## src/rtl/axi_lite_mem_arbiter_if.sv

```systemverilog
// ---------------------------------------------------------------------------
// axi_lite_mem_arbiter_if
//
// Purpose: bundles both requester ports (m0 = instruction fetch, m1 = data
// memory), the busy flag and the AXI4-Lite master channels used by
// axi_lite_mem_arbiter.
//
// Modports:
//   master : arbiter side. Takes requests and drives grants, completions and
//            the AXI4-Lite master channels.
//   slave  : environment side. Drives requests and the AXI4-Lite slave
//            responses.
//
// Signal groups:
//   mX_req/we/addr/wdata/wstrb -> arbiter   request and payload
//   mX_gnt/done/rdata/err      <- arbiter   accept and completion
//   busy                       <- arbiter   transaction in flight
//   m_axi_*                                 AW, W, B, AR and R channels
// ---------------------------------------------------------------------------
interface axi_lite_mem_arbiter_if;

    // Requester 0
    logic        m0_req;
    logic        m0_we;
    logic [31:0] m0_addr;
    logic [31:0] m0_wdata;
    logic [3:0]  m0_wstrb;
    logic        m0_gnt;
    logic        m0_done;
    logic [31:0] m0_rdata;
    logic        m0_err;

    // Requester 1
    logic        m1_req;
    logic        m1_we;
    logic [31:0] m1_addr;
    logic [31:0] m1_wdata;
    logic [3:0]  m1_wstrb;
    logic        m1_gnt;
    logic        m1_done;
    logic [31:0] m1_rdata;
    logic        m1_err;

    logic        busy;

    // AXI4-Lite write address / data / response
    logic [31:0] m_axi_awaddr;
    logic        m_axi_awvalid;
    logic        m_axi_awready;
    logic [31:0] m_axi_wdata;
    logic [3:0]  m_axi_wstrb;
    logic        m_axi_wvalid;
    logic        m_axi_wready;
    logic [1:0]  m_axi_bresp;
    logic        m_axi_bvalid;
    logic        m_axi_bready;

    // AXI4-Lite read address / data
    logic [31:0] m_axi_araddr;
    logic        m_axi_arvalid;
    logic        m_axi_arready;
    logic [31:0] m_axi_rdata;
    logic [1:0]  m_axi_rresp;
    logic        m_axi_rvalid;
    logic        m_axi_rready;

    modport master (
        input  m0_req, m0_we, m0_addr, m0_wdata, m0_wstrb,
        output m0_gnt, m0_done, m0_rdata, m0_err,
        input  m1_req, m1_we, m1_addr, m1_wdata, m1_wstrb,
        output m1_gnt, m1_done, m1_rdata, m1_err,
        output busy,
        output m_axi_awaddr, m_axi_awvalid,
        input  m_axi_awready,
        output m_axi_wdata, m_axi_wstrb, m_axi_wvalid,
        input  m_axi_wready,
        input  m_axi_bresp, m_axi_bvalid,
        output m_axi_bready,
        output m_axi_araddr, m_axi_arvalid,
        input  m_axi_arready,
        input  m_axi_rdata, m_axi_rresp, m_axi_rvalid,
        output m_axi_rready
    );

    modport slave (
        output m0_req, m0_we, m0_addr, m0_wdata, m0_wstrb,
        input  m0_gnt, m0_done, m0_rdata, m0_err,
        output m1_req, m1_we, m1_addr, m1_wdata, m1_wstrb,
        input  m1_gnt, m1_done, m1_rdata, m1_err,
        input  busy,
        input  m_axi_awaddr, m_axi_awvalid,
        output m_axi_awready,
        input  m_axi_wdata, m_axi_wstrb, m_axi_wvalid,
        output m_axi_wready,
        output m_axi_bresp, m_axi_bvalid,
        input  m_axi_bready,
        input  m_axi_araddr, m_axi_arvalid,
        output m_axi_arready,
        output m_axi_rdata, m_axi_rresp, m_axi_rvalid,
        input  m_axi_rready
    );

endinterface

```

## src/rtl/axi_lite_mem_arbiter.sv

```systemverilog
// ---------------------------------------------------------------------------
// axi_lite_mem_arbiter
//
// Purpose: shares one AXI4-Lite master port between two simple request/
// response requesters. It grants one request at a time, captures the
// payload, runs exactly one AXI read (AR/R) or write (AW/W/B), and then
// pulses done to the owning requester.
//
// Parameters:
//   ARB_MODE : 0 = fixed priority (m1 wins a tie)
//              1 = round-robin (the port not granted last wins a tie)
//
// Ports:
//   clk   : single clock, rising edge
//   rst_n : synchronous, active-low reset
//   bus   : requester ports, busy flag and AXI4-Lite master channels
// ---------------------------------------------------------------------------
module axi_lite_mem_arbiter #(
    parameter int ARB_MODE = 1
) (
    input  logic                          clk,
    input  logic                          rst_n,
    axi_lite_mem_arbiter_if.master        bus
);

    typedef enum logic [2:0] {
        IDLE,
        RD_ADDR,
        RD_DATA,
        WR_REQ,
        WR_RESP
    } state_t;

    state_t      state;
    state_t      state_nxt;

    // Captured request payload
    logic [31:0] addr_q;
    logic [31:0] wdata_q;
    logic [3:0]  wstrb_q;

    // Control state
    logic        owner_q;
    logic        last_grant_q;
    logic        aw_done_q;
    logic        w_done_q;

    // Per-requester completion state
    logic        done0_q;
    logic        done1_q;
    logic        err0_q;
    logic        err1_q;
    logic [31:0] rdata0_q;
    logic [31:0] rdata1_q;

    // Combinational decode
    logic        winner;
    logic        grant;
    logic        sel_we;
    logic        arvalid;
    logic        rready;
    logic        awvalid;
    logic        wvalid;
    logic        bready;
    logic        aw_hs;
    logic        w_hs;
    logic        rd_fire;
    logic        wr_fire;
    logic        resp_err;

    // Only bit 1 of a response distinguishes SLVERR/DECERR from OKAY/EXOKAY.
    logic        unused_resp_lsb;
    assign unused_resp_lsb = bus.m_axi_rresp[0] ^ bus.m_axi_bresp[0];

    // -----------------------------------------------------------------------
    // Arbitration
    // -----------------------------------------------------------------------
    always_comb begin
        winner = bus.m1_req;
        if (bus.m0_req && bus.m1_req) begin
            if (ARB_MODE == 0) begin
                winner = 1'b1;
            end else begin
                winner = ~last_grant_q;
            end
        end
    end

    assign grant  = (state == IDLE) && (bus.m0_req || bus.m1_req);
    assign sel_we = winner ? bus.m1_we : bus.m0_we;

    // -----------------------------------------------------------------------
    // Next state and AXI handshake outputs
    // -----------------------------------------------------------------------
    assign aw_hs = awvalid && bus.m_axi_awready;
    assign w_hs  = wvalid  && bus.m_axi_wready;

    always_comb begin
        state_nxt = state;
        arvalid   = 1'b0;
        rready    = 1'b0;
        awvalid   = 1'b0;
        wvalid    = 1'b0;
        bready    = 1'b0;

        case (state)
            IDLE: begin
                if (grant) begin
                    state_nxt = sel_we ? WR_REQ : RD_ADDR;
                end
            end
            RD_ADDR: begin
                arvalid = 1'b1;
                if (bus.m_axi_arready) begin
                    state_nxt = RD_DATA;
                end
            end
            RD_DATA: begin
                rready = 1'b1;
                if (bus.m_axi_rvalid) begin
                    state_nxt = IDLE;
                end
            end
            WR_REQ: begin
                // Each valid drops on its own handshake; both may complete
                // in the same cycle.
                awvalid = ~aw_done_q;
                wvalid  = ~w_done_q;
                if ((aw_done_q || (~aw_done_q && bus.m_axi_awready)) &&
                    (w_done_q  || (~w_done_q  && bus.m_axi_wready))) begin
                    state_nxt = WR_RESP;
                end
            end
            WR_RESP: begin
                bready = 1'b1;
                if (bus.m_axi_bvalid) begin
                    state_nxt = IDLE;
                end
            end
            default: begin
                state_nxt = IDLE;
            end
        endcase
    end

    assign rd_fire  = (state == RD_DATA) && bus.m_axi_rvalid;
    assign wr_fire  = (state == WR_RESP) && bus.m_axi_bvalid;
    assign resp_err = rd_fire ? bus.m_axi_rresp[1] : bus.m_axi_bresp[1];

    // -----------------------------------------------------------------------
    // Control registers
    // -----------------------------------------------------------------------
    always_ff @(posedge clk) begin
        if (!rst_n) begin
            state        <= IDLE;
            owner_q      <= 1'b0;
            last_grant_q <= 1'b1;
            aw_done_q    <= 1'b0;
            w_done_q     <= 1'b0;
            done0_q      <= 1'b0;
            done1_q      <= 1'b0;
            err0_q       <= 1'b0;
            err1_q       <= 1'b0;
            rdata0_q     <= 32'h0;
            rdata1_q     <= 32'h0;
        end else begin
            state <= state_nxt;

            if (grant) begin
                owner_q      <= winner;
                last_grant_q <= winner;
            end

            // Handshake flags only live while in WR_REQ.
            if (state == WR_REQ) begin
                aw_done_q <= aw_done_q | aw_hs;
                w_done_q  <= w_done_q  | w_hs;
            end else begin
                aw_done_q <= 1'b0;
                w_done_q  <= 1'b0;
            end

            // done is registered, so it pulses in the cycle after the final
            // response handshake, coinciding with the return to IDLE.
            done0_q <= (rd_fire || wr_fire) && !owner_q;
            done1_q <= (rd_fire || wr_fire) &&  owner_q;

            if (rd_fire || wr_fire) begin
                if (owner_q) begin
                    err1_q <= resp_err;
                end else begin
                    err0_q <= resp_err;
                end
            end

            // Only reads update read data; a write leaves it untouched.
            if (rd_fire) begin
                if (owner_q) begin
                    rdata1_q <= bus.m_axi_rdata;
                end else begin
                    rdata0_q <= bus.m_axi_rdata;
                end
            end
        end
    end

    // -----------------------------------------------------------------------
    // Payload capture (no reset: only meaningful once a grant has loaded it)
    // -----------------------------------------------------------------------
    always_ff @(posedge clk) begin
        if (grant) begin
            addr_q  <= winner ? bus.m1_addr  : bus.m0_addr;
            wdata_q <= winner ? bus.m1_wdata : bus.m0_wdata;
            wstrb_q <= winner ? bus.m1_wstrb : bus.m0_wstrb;
        end
    end

    // -----------------------------------------------------------------------
    // Outputs
    // -----------------------------------------------------------------------
    assign bus.m0_gnt   = grant && !winner;
    assign bus.m1_gnt   = grant &&  winner;
    assign bus.m0_done  = done0_q;
    assign bus.m1_done  = done1_q;
    assign bus.m0_err   = err0_q;
    assign bus.m1_err   = err1_q;
    assign bus.m0_rdata = rdata0_q;
    assign bus.m1_rdata = rdata1_q;
    assign bus.busy     = (state != IDLE);

    assign bus.m_axi_araddr  = addr_q;
    assign bus.m_axi_arvalid = arvalid;
    assign bus.m_axi_rready  = rready;
    assign bus.m_axi_awaddr  = addr_q;
    assign bus.m_axi_awvalid = awvalid;
    assign bus.m_axi_wdata   = wdata_q;
    assign bus.m_axi_wstrb   = wstrb_q;
    assign bus.m_axi_wvalid  = wvalid;
    assign bus.m_axi_bready  = bready;

endmodule

```

## src/flat_wrapper.sv

```systemverilog
// flat-port wrapper written by rule: the top's interface ports become plain ports
module axi_lite_mem_arbiter_flat 
#(
    parameter int ARB_MODE = 1
)
  (clk, rst_n, bus_m0_req, bus_m0_we, bus_m0_addr, bus_m0_wdata, bus_m0_wstrb, bus_m0_gnt, bus_m0_done, bus_m0_rdata, bus_m0_err, bus_m1_req, bus_m1_we, bus_m1_addr, bus_m1_wdata, bus_m1_wstrb, bus_m1_gnt, bus_m1_done, bus_m1_rdata, bus_m1_err, bus_busy, bus_m_axi_awaddr, bus_m_axi_awvalid, bus_m_axi_awready, bus_m_axi_wdata, bus_m_axi_wstrb, bus_m_axi_wvalid, bus_m_axi_wready, bus_m_axi_bresp, bus_m_axi_bvalid, bus_m_axi_bready, bus_m_axi_araddr, bus_m_axi_arvalid, bus_m_axi_arready, bus_m_axi_rdata, bus_m_axi_rresp, bus_m_axi_rvalid, bus_m_axi_rready);
  axi_lite_mem_arbiter_if bus_i ();
  input  logic clk;
  input  logic rst_n;
  input wire logic [$bits(bus_i.m0_req)-1:0] bus_m0_req;
  input wire logic [$bits(bus_i.m0_we)-1:0] bus_m0_we;
  input wire logic [$bits(bus_i.m0_addr)-1:0] bus_m0_addr;
  input wire logic [$bits(bus_i.m0_wdata)-1:0] bus_m0_wdata;
  input wire logic [$bits(bus_i.m0_wstrb)-1:0] bus_m0_wstrb;
  output wire logic [$bits(bus_i.m0_gnt)-1:0] bus_m0_gnt;
  output wire logic [$bits(bus_i.m0_done)-1:0] bus_m0_done;
  output wire logic [$bits(bus_i.m0_rdata)-1:0] bus_m0_rdata;
  output wire logic [$bits(bus_i.m0_err)-1:0] bus_m0_err;
  input wire logic [$bits(bus_i.m1_req)-1:0] bus_m1_req;
  input wire logic [$bits(bus_i.m1_we)-1:0] bus_m1_we;
  input wire logic [$bits(bus_i.m1_addr)-1:0] bus_m1_addr;
  input wire logic [$bits(bus_i.m1_wdata)-1:0] bus_m1_wdata;
  input wire logic [$bits(bus_i.m1_wstrb)-1:0] bus_m1_wstrb;
  output wire logic [$bits(bus_i.m1_gnt)-1:0] bus_m1_gnt;
  output wire logic [$bits(bus_i.m1_done)-1:0] bus_m1_done;
  output wire logic [$bits(bus_i.m1_rdata)-1:0] bus_m1_rdata;
  output wire logic [$bits(bus_i.m1_err)-1:0] bus_m1_err;
  output wire logic [$bits(bus_i.busy)-1:0] bus_busy;
  output wire logic [$bits(bus_i.m_axi_awaddr)-1:0] bus_m_axi_awaddr;
  output wire logic [$bits(bus_i.m_axi_awvalid)-1:0] bus_m_axi_awvalid;
  input wire logic [$bits(bus_i.m_axi_awready)-1:0] bus_m_axi_awready;
  output wire logic [$bits(bus_i.m_axi_wdata)-1:0] bus_m_axi_wdata;
  output wire logic [$bits(bus_i.m_axi_wstrb)-1:0] bus_m_axi_wstrb;
  output wire logic [$bits(bus_i.m_axi_wvalid)-1:0] bus_m_axi_wvalid;
  input wire logic [$bits(bus_i.m_axi_wready)-1:0] bus_m_axi_wready;
  input wire logic [$bits(bus_i.m_axi_bresp)-1:0] bus_m_axi_bresp;
  input wire logic [$bits(bus_i.m_axi_bvalid)-1:0] bus_m_axi_bvalid;
  output wire logic [$bits(bus_i.m_axi_bready)-1:0] bus_m_axi_bready;
  output wire logic [$bits(bus_i.m_axi_araddr)-1:0] bus_m_axi_araddr;
  output wire logic [$bits(bus_i.m_axi_arvalid)-1:0] bus_m_axi_arvalid;
  input wire logic [$bits(bus_i.m_axi_arready)-1:0] bus_m_axi_arready;
  input wire logic [$bits(bus_i.m_axi_rdata)-1:0] bus_m_axi_rdata;
  input wire logic [$bits(bus_i.m_axi_rresp)-1:0] bus_m_axi_rresp;
  input wire logic [$bits(bus_i.m_axi_rvalid)-1:0] bus_m_axi_rvalid;
  output wire logic [$bits(bus_i.m_axi_rready)-1:0] bus_m_axi_rready;
  assign bus_i.m0_req = bus_m0_req;
  assign bus_i.m0_we = bus_m0_we;
  assign bus_i.m0_addr = bus_m0_addr;
  assign bus_i.m0_wdata = bus_m0_wdata;
  assign bus_i.m0_wstrb = bus_m0_wstrb;
  assign bus_m0_gnt = bus_i.m0_gnt;
  assign bus_m0_done = bus_i.m0_done;
  assign bus_m0_rdata = bus_i.m0_rdata;
  assign bus_m0_err = bus_i.m0_err;
  assign bus_i.m1_req = bus_m1_req;
  assign bus_i.m1_we = bus_m1_we;
  assign bus_i.m1_addr = bus_m1_addr;
  assign bus_i.m1_wdata = bus_m1_wdata;
  assign bus_i.m1_wstrb = bus_m1_wstrb;
  assign bus_m1_gnt = bus_i.m1_gnt;
  assign bus_m1_done = bus_i.m1_done;
  assign bus_m1_rdata = bus_i.m1_rdata;
  assign bus_m1_err = bus_i.m1_err;
  assign bus_busy = bus_i.busy;
  assign bus_m_axi_awaddr = bus_i.m_axi_awaddr;
  assign bus_m_axi_awvalid = bus_i.m_axi_awvalid;
  assign bus_i.m_axi_awready = bus_m_axi_awready;
  assign bus_m_axi_wdata = bus_i.m_axi_wdata;
  assign bus_m_axi_wstrb = bus_i.m_axi_wstrb;
  assign bus_m_axi_wvalid = bus_i.m_axi_wvalid;
  assign bus_i.m_axi_wready = bus_m_axi_wready;
  assign bus_i.m_axi_bresp = bus_m_axi_bresp;
  assign bus_i.m_axi_bvalid = bus_m_axi_bvalid;
  assign bus_m_axi_bready = bus_i.m_axi_bready;
  assign bus_m_axi_araddr = bus_i.m_axi_araddr;
  assign bus_m_axi_arvalid = bus_i.m_axi_arvalid;
  assign bus_i.m_axi_arready = bus_m_axi_arready;
  assign bus_i.m_axi_rdata = bus_m_axi_rdata;
  assign bus_i.m_axi_rresp = bus_m_axi_rresp;
  assign bus_i.m_axi_rvalid = bus_m_axi_rvalid;
  assign bus_m_axi_rready = bus_i.m_axi_rready;
  axi_lite_mem_arbiter #(.ARB_MODE(ARB_MODE)) u_core (.clk(clk), .rst_n(rst_n), .bus(bus_i));
endmodule
```

## config.mk

```make
export PLATFORM = sky130hd
export DESIGN_NAME = axi_lite_mem_arbiter_flat
export DESIGN_NICKNAME = d
export VERILOG_FILES = /design/src/rtl/axi_lite_mem_arbiter_if.sv /design/src/rtl/axi_lite_mem_arbiter.sv /design/src/flat_wrapper.sv
export SDC_FILE = /design/constraint.sdc
export NUM_CORES = 1
export LEC_CHECK = 0
export ABC_AREA = 1
export CORE_AREA = 5 5 137 139
export CTS_CLUSTER_SIZE = 14
export DETAILED_ROUTE_END_ITERATION = 7
export DIE_AREA = 0 0 142 144
export GPL_TIMING_DRIVEN = 0
export PLACE_DENSITY = 0.76
export REMOVE_ABC_BUFFERS = 1
export SKIP_CTS_REPAIR_TIMING = 1
export SYNTH_ARGS = -nofsm -noshare
export SYNTH_HDL_FRONTEND = slang
export SYNTH_SLANG_ARGS = --single-unit
```

## constraint.sdc

```tcl
create_clock -name clk -period 3.33 [get_ports clk]
set_input_delay 0.4995 -clock clk [delete_from_list [all_inputs] [get_ports clk]]
set_output_delay 0.4995 -clock clk [all_outputs]
set_load 0.005 [all_outputs]
```

Yosys cells after proc, flatten, opt, wreduce, memory -nomap -nowiden
Cells that the tools add are included.
{"block": "op_classes", "reduce_logical": 27, "order_cmp": 0, "eq_ne": 9, "mux": 18, "multipliers": 0, "bitwise": 6, "n_div": 0, "addsub": 0, "shift": 0}
{"operator": "two-way mux 32 bit", "count": 2}
{"operator": "two-way mux 3 bit", "count": 5}
{"operator": "case mux 3 bit (5 select lines)", "count": 1}
{"operator": "logical AND 1 bit", "count": 13}
{"operator": "AND reduction 2 bit", "count": 5}
{"operator": "two-way mux 1 bit", "count": 8}
{"operator": "== test 3 x 2 -> 1 bit, second input constant", "count": 2}
{"operator": "inequality test 2 bit, second input constant", "count": 3}
{"operator": "AND reduction 5 bit", "count": 1}
{"operator": "logical OR 1 bit", "count": 4}
{"operator": "two-way mux 4 bit", "count": 1}
{"operator": "inequality test 2 x 1 -> 1 bit, second input constant", "count": 2}
{"operator": "inverter 1 bit", "count": 4}
{"operator": "== test 3 x 1 -> 1 bit, second input constant", "count": 1}
{"operator": "== test 3 bit, second input constant", "count": 1}
{"operator": "zero test 3 bit", "count": 1}
{"operator": "nonzero test 3 bit", "count": 1}
{"operator": "zero test 1 bit", "count": 2}
{"operator": "two-way mux 2 bit", "count": 1}
{"operator": "bitwise OR 1 bit", "count": 2}
{"block": "totals", "ram_bits": 0, "wordCells": 74, "mem_count": 0, "romBits": 0, "latch_bits": 0, "regBits": 143}

Logic depth before layout (Yosys ltp)
{"block": "logic_depth", "depth_word": 6, "depth_mapped": 10, "depth_no_buf": 9}

Least setup slack after synthesis
Ideal clock, no wire load.
{"block": "synth_path", "kind": "register to register", "start": "reg u_core.state[1]", "end": "reg u_core.addr_q[0] (netlist: u_core.bus.m_axi_araddr[0]), enable pin", "synth_period_minus_slack_ns": 2.609, "stages_incl_launch_ff": 7, "path_buffers": 1, "slack_ns": 0.721, "t_arrival_ns": 2.187, "required_time_ns": 2.908, "setup_ns": 0.422, "cell_sequence": "dfxtp_1 buf_4 inv_1 nand2_1 nor2_1 o21ai_0 inv_1"}
{"block": "synth_via", "elab_chain_len": 2}
{"element": "from (decl)", "line": "axi_lite_mem_arbiter.sv:34", "source": "state_t state;"}
{"element": "from (signal assigned)", "line": "axi_lite_mem_arbiter.sv:167", "source": "state <= state_nxt;"}
{"element": "zero test 3 bit", "line": "axi_lite_mem_arbiter.sv:89", "source": "assign grant = (state == IDLE) && (bus.m0_req || bus.m1_req);"}
{"element": "logical AND 1 bit", "line": "axi_lite_mem_arbiter.sv:89"}
{"element": "via u_core.grant", "line": "axi_lite_mem_arbiter.sv:58", "source": "logic grant;"}
{"element": "to (signal assigned)", "line": "axi_lite_mem_arbiter.sv:212", "source": "addr_q <= winner ? bus.m1_addr : bus.m0_addr;"}
{"element": "to (decl)", "line": "axi_lite_mem_arbiter.sv:38", "source": "logic [31:0] addr_q;"}
The timed path passes the listed nets, and every way through them passes these cells.
A chain may end at the register's enable or synchronous reset.

Final worst setup path
{"block": "layout_path", "start": "in bus_m0_req", "end": "out bus_m1_gnt"}
{"block": "layout_via", "elab_chain_len": 3, "word_cells_on_any_way": 5, "classes_between": "1 x mux; 4 x reduce/logical"}
{"element": "from (decl)", "line": "flat_wrapper.sv:10", "source": "input wire logic [$bits(bus_i.m0_req)-1:0] bus_m0_req;"}
{"element": "logical AND 1 bit or logical OR 1 bit (tied branches)", "line": "axi_lite_mem_arbiter.sv:80, axi_lite_mem_arbiter.sv:89"}
{"element": "two-way mux 1 bit or logical AND 1 bit (tied branches)", "line": "axi_lite_mem_arbiter.sv:80, axi_lite_mem_arbiter.sv:89"}
{"element": "logical AND 1 bit (*)", "line": "axi_lite_mem_arbiter.sv:222", "source": "assign bus.m1_gnt = grant && winner;"}
{"element": "to (decl)", "line": "flat_wrapper.sv:24", "source": "output wire logic [$bits(bus_i.m1_gnt)-1:0] bus_m1_gnt;"}
Mark *: on every way between the ends. The rest lies on a longest branch, timed or not.

==> impl_metrics.json <==
{
  "finalPower_mw": 6.91,
  "firstDrtPassIters": 4,
  "final_cell_mix": "clkdlybuf4s50_1 (356), nand2_1 (295), dfxtp_1 (74)",
  "timing.fmax_ghz": 0.333,
  "crit_end": "bus_m1_gnt",
  "grt_pass1_vias": 5380,
  "htree_levels": 4,
  "fin_crit_ps": 3000,
  "cts_tree": "done",
  "rsz0062_at_grt": "false",
  "overflow": 0,
  "ioPinCount": 359,
  "rr_worst_depth": 5,
  "yosysSeqAreaShare_pct": 58.5,
  "route.detailed.drc": 0,
  "r2r-end": "u_core.bus.m1_rdata[14]",
  "setup_viol": 0,
  "stdcell_count": 1250,
  "path_cells": "clkdlybuf4s50_1 -> nand2_1 -> nand2_4 -> clkinv_8 -> nand2_1 -> inv_1 -> clkdlybuf4s50_1",
  "syn_area_per_cell_um2": 8.59,
  "cp.required_ps": 2830,
  "path_max_fanout": 70,
  "slew_viol_final": 0,
  "first_iter_violations": 398,
  "antenna_found_initial": 1,
  "ys_warn_count": 0,
  "crit_path_end_kind": "output pin",
  "fin_nets": 1190,
  "clkSinkCount": 143,
  "initial_core_util_pct": 34.6,
  "grt_first_pass_wirelength_um": 31300,
  "vdd_ir_drop_max_v": 0.000498,
  "synth-seq-cells": 143,
  "drive_above_1_share_pct": 4.61,
  "routed_via_density": 4.64,
  "cp_top_family": "buffers and inverters",
  "die_area_mm2": 0.0204,
  "relSlewSlack_pct": 28.3,
  "cp_num_cells": 7,
  "core_area_mm2": 0.0175,
  "timing.critical_path.buf_inv": 4,
  "cts_max_path_buffers": 2,
  "place_inst": 1217,
  "io_buffers": 356,
  "clockRootBuffer": "clkbuf_16",
  "synth_cells": 705,
  "syn_area_mm2": 0.00606,
  "path_class": "in2out",
  "wl_um": 21400,
  "ant_nets": 0,
  "layout_commonest_cell": "clkdlybuf4s50_1",
  "rrSetupSlack_ps": 660,
  "cts_buffers": 17,
  "hold_viol": 0,
  "dieWidth_um": 142,
  "max_stage_delay_ps": 510,
  "tightest_slew_ps": 1080,
  "cap_viol_max_count": 0,
  "fillerInstances": 1568,
  "ys_types": 19,
  "finalCritPeriodShare_pct": 90.1,
  "grt_max_degree": 71,
  "clock_latency_ps": 420,
  "min-delay-path-class": "reg2reg",
  "die_h_um": 144,
  "status": "finished clean",
  "dr_total_vias": 5794,
  "wl_per_cell_um": 17.1,
  "p_per_area_mw_per_mm2": 682,
  "startpoint": "bus_m0_req",
  "final_util_pct": 57.7,
  "critPathArrivalTime_ps": 2500,
  "core.rowCount": 49,
  "fin_skew_ps": 7.12,
  "p_leak_nw": 3.93,
  "place_congestion": 0.839,
  "area_growth_pct": 67.1,
  "dp_hpwl_um": 15700,
  "startpoint_type": "primary input",
  "reg2reg_from": "u_core.state[1]",
  "crit_slowest_cell": "clkdlybuf4s50_1",
  "cts.reportedPaths.clkPinSlew_ps": 60,
  "seq_area_mm2": 0.00354,
  "track_usage_pct": 19.8,
  "multi_input_area_mm2": 0.00197
}
sequential cells by signal, indices dropped and copies added, names as in the netlist:
register and cells:
u_core.aw_done_q 1, u_core.bus.m0_done 1, u_core.bus.m0_err 1, u_core.bus.m0_rdata 32, u_core.bus.m1_done 1, u_core.bus.m1_err 1, u_core.bus.m1_rdata 32, u_core.bus.m_axi_araddr 32
u_core.bus.m_axi_wdata 32, u_core.bus.m_axi_wstrb 4, u_core.last_grant_q 1, u_core.owner_q 1, u_core.state 3, u_core.w_done_q 1
worst reg2reg max path, cell delays in order, from the launching register on:
cell,delay [ps]
dfxtp_1,510
nand4_4,160
inv_2,780
nand2_2,720
nand2_1,280
a21oi_1,90
stage by stage:
| stage | setup TNS [ps] | setup slack [ps] | hold WS [ps] | area (um2) |
|---|---|---|---|---|
| final | 0 | 329 | 460 | 10100 |
| after global routing | 0 | 184 | 482 | 10100 |
| after CTS | -779 | -517 | 461 | 10100 |
| after detailed placement | -767 | -499 | 452 | 9480 |
| after global placement | -133570 | -2360 | 448 | 9430 |
| after floorplan | 0 | 136 | 429 | 5580 |
how the worst min path moves through the flow:
| stage | from | endpoint | slack, ps | cells after the start |
|---|---|---|---|---|
| after floorplan | u_core.last_grant_q | u_core.last_grant_q | 430 | 2 |
| after global placement | u_core.bus.m1_rdata[28] | u_core.bus.m1_rdata[28] | 450 | 2 |
| after detailed placement | u_core.bus.m1_rdata[6] | u_core.bus.m1_rdata[6] | 450 | 2 |
| after CTS | u_core.bus.m1_rdata[6] | u_core.bus.m1_rdata[6] | 460 | 2 |
| after global routing | u_core.bus.m0_rdata[9] | u_core.bus.m0_rdata[9] | 480 | 2 |
| final | u_core.bus.m1_rdata[6] | u_core.bus.m1_rdata[6] | 460 | 2 |
synthesized netlist by cell type:
cell type | instances | area, um2
a21oi_1 | 68 | 340
buf_1 | 2 | 7.51
buf_2 | 15 | 75.1
buf_4 | 33 | 248
buf_6 | 7 | 78.8
clkbuf_1 | 18 | 67.6
dfxtp_1 | 75 | 1500
edfxtp_1 | 68 | 2040
inv_1 | 15 | 56.3
inv_2 | 5 | 18.8
nand2_1 | 296 | 1110
nand2_2 | 2 | 12.5
nand3_1 | 69 | 345
nand3b_1 | 2 | 15.0
nand4_4 | 1 | 21.3
nor2_1 | 23 | 86.3
nor2_2 | 1 | 6.26
nor3_1 | 3 | 15.0
o21ai_0 | 2 | 10.0
per-layer routing:
metal | up-vias | GRT usage [%] | wire (um)
met5 | - | 0 | 0
met2 | 222 | 34.1 | 11100
met4 | 0 | 7.93 | 514
met3 | 36 | 5.36 | 1570
met1 | 2664 | 23.6 | 8140
li1 | 2872 | - | -
cell families after synthesis:
| group | Yosys count | share of synthesized area (%) |
|---|---|---|
| flops | 143 | 58.5 |
| buf+inv | 95 | 9.11 |
| compound gates | 70 | 5.78 |
| simple gates | 397 | 26.6 |
power breakdown:
part / internal [mW] / total (mW) / leakage, nW / switching [mW]
clock network: 1.24 / 2.02 / 0.313 / 0.782
registers: 2.40 / 2.64 / 1.26 / 0.240
logic: 1.23 / 2.25 / 2.35 / 1.02
final cells by class:
type	instances	area share, %
clock inverter	14	1.74
multi-input combinational	467	19.5
sequential	143	35.0
inverter	20	0.890
antenna	1	0.0247
clock buffer	18	4.45
timing repair buffer	358	35.6
tap	229	2.83
Note: power is estimated with default switching activity, not from simulation.
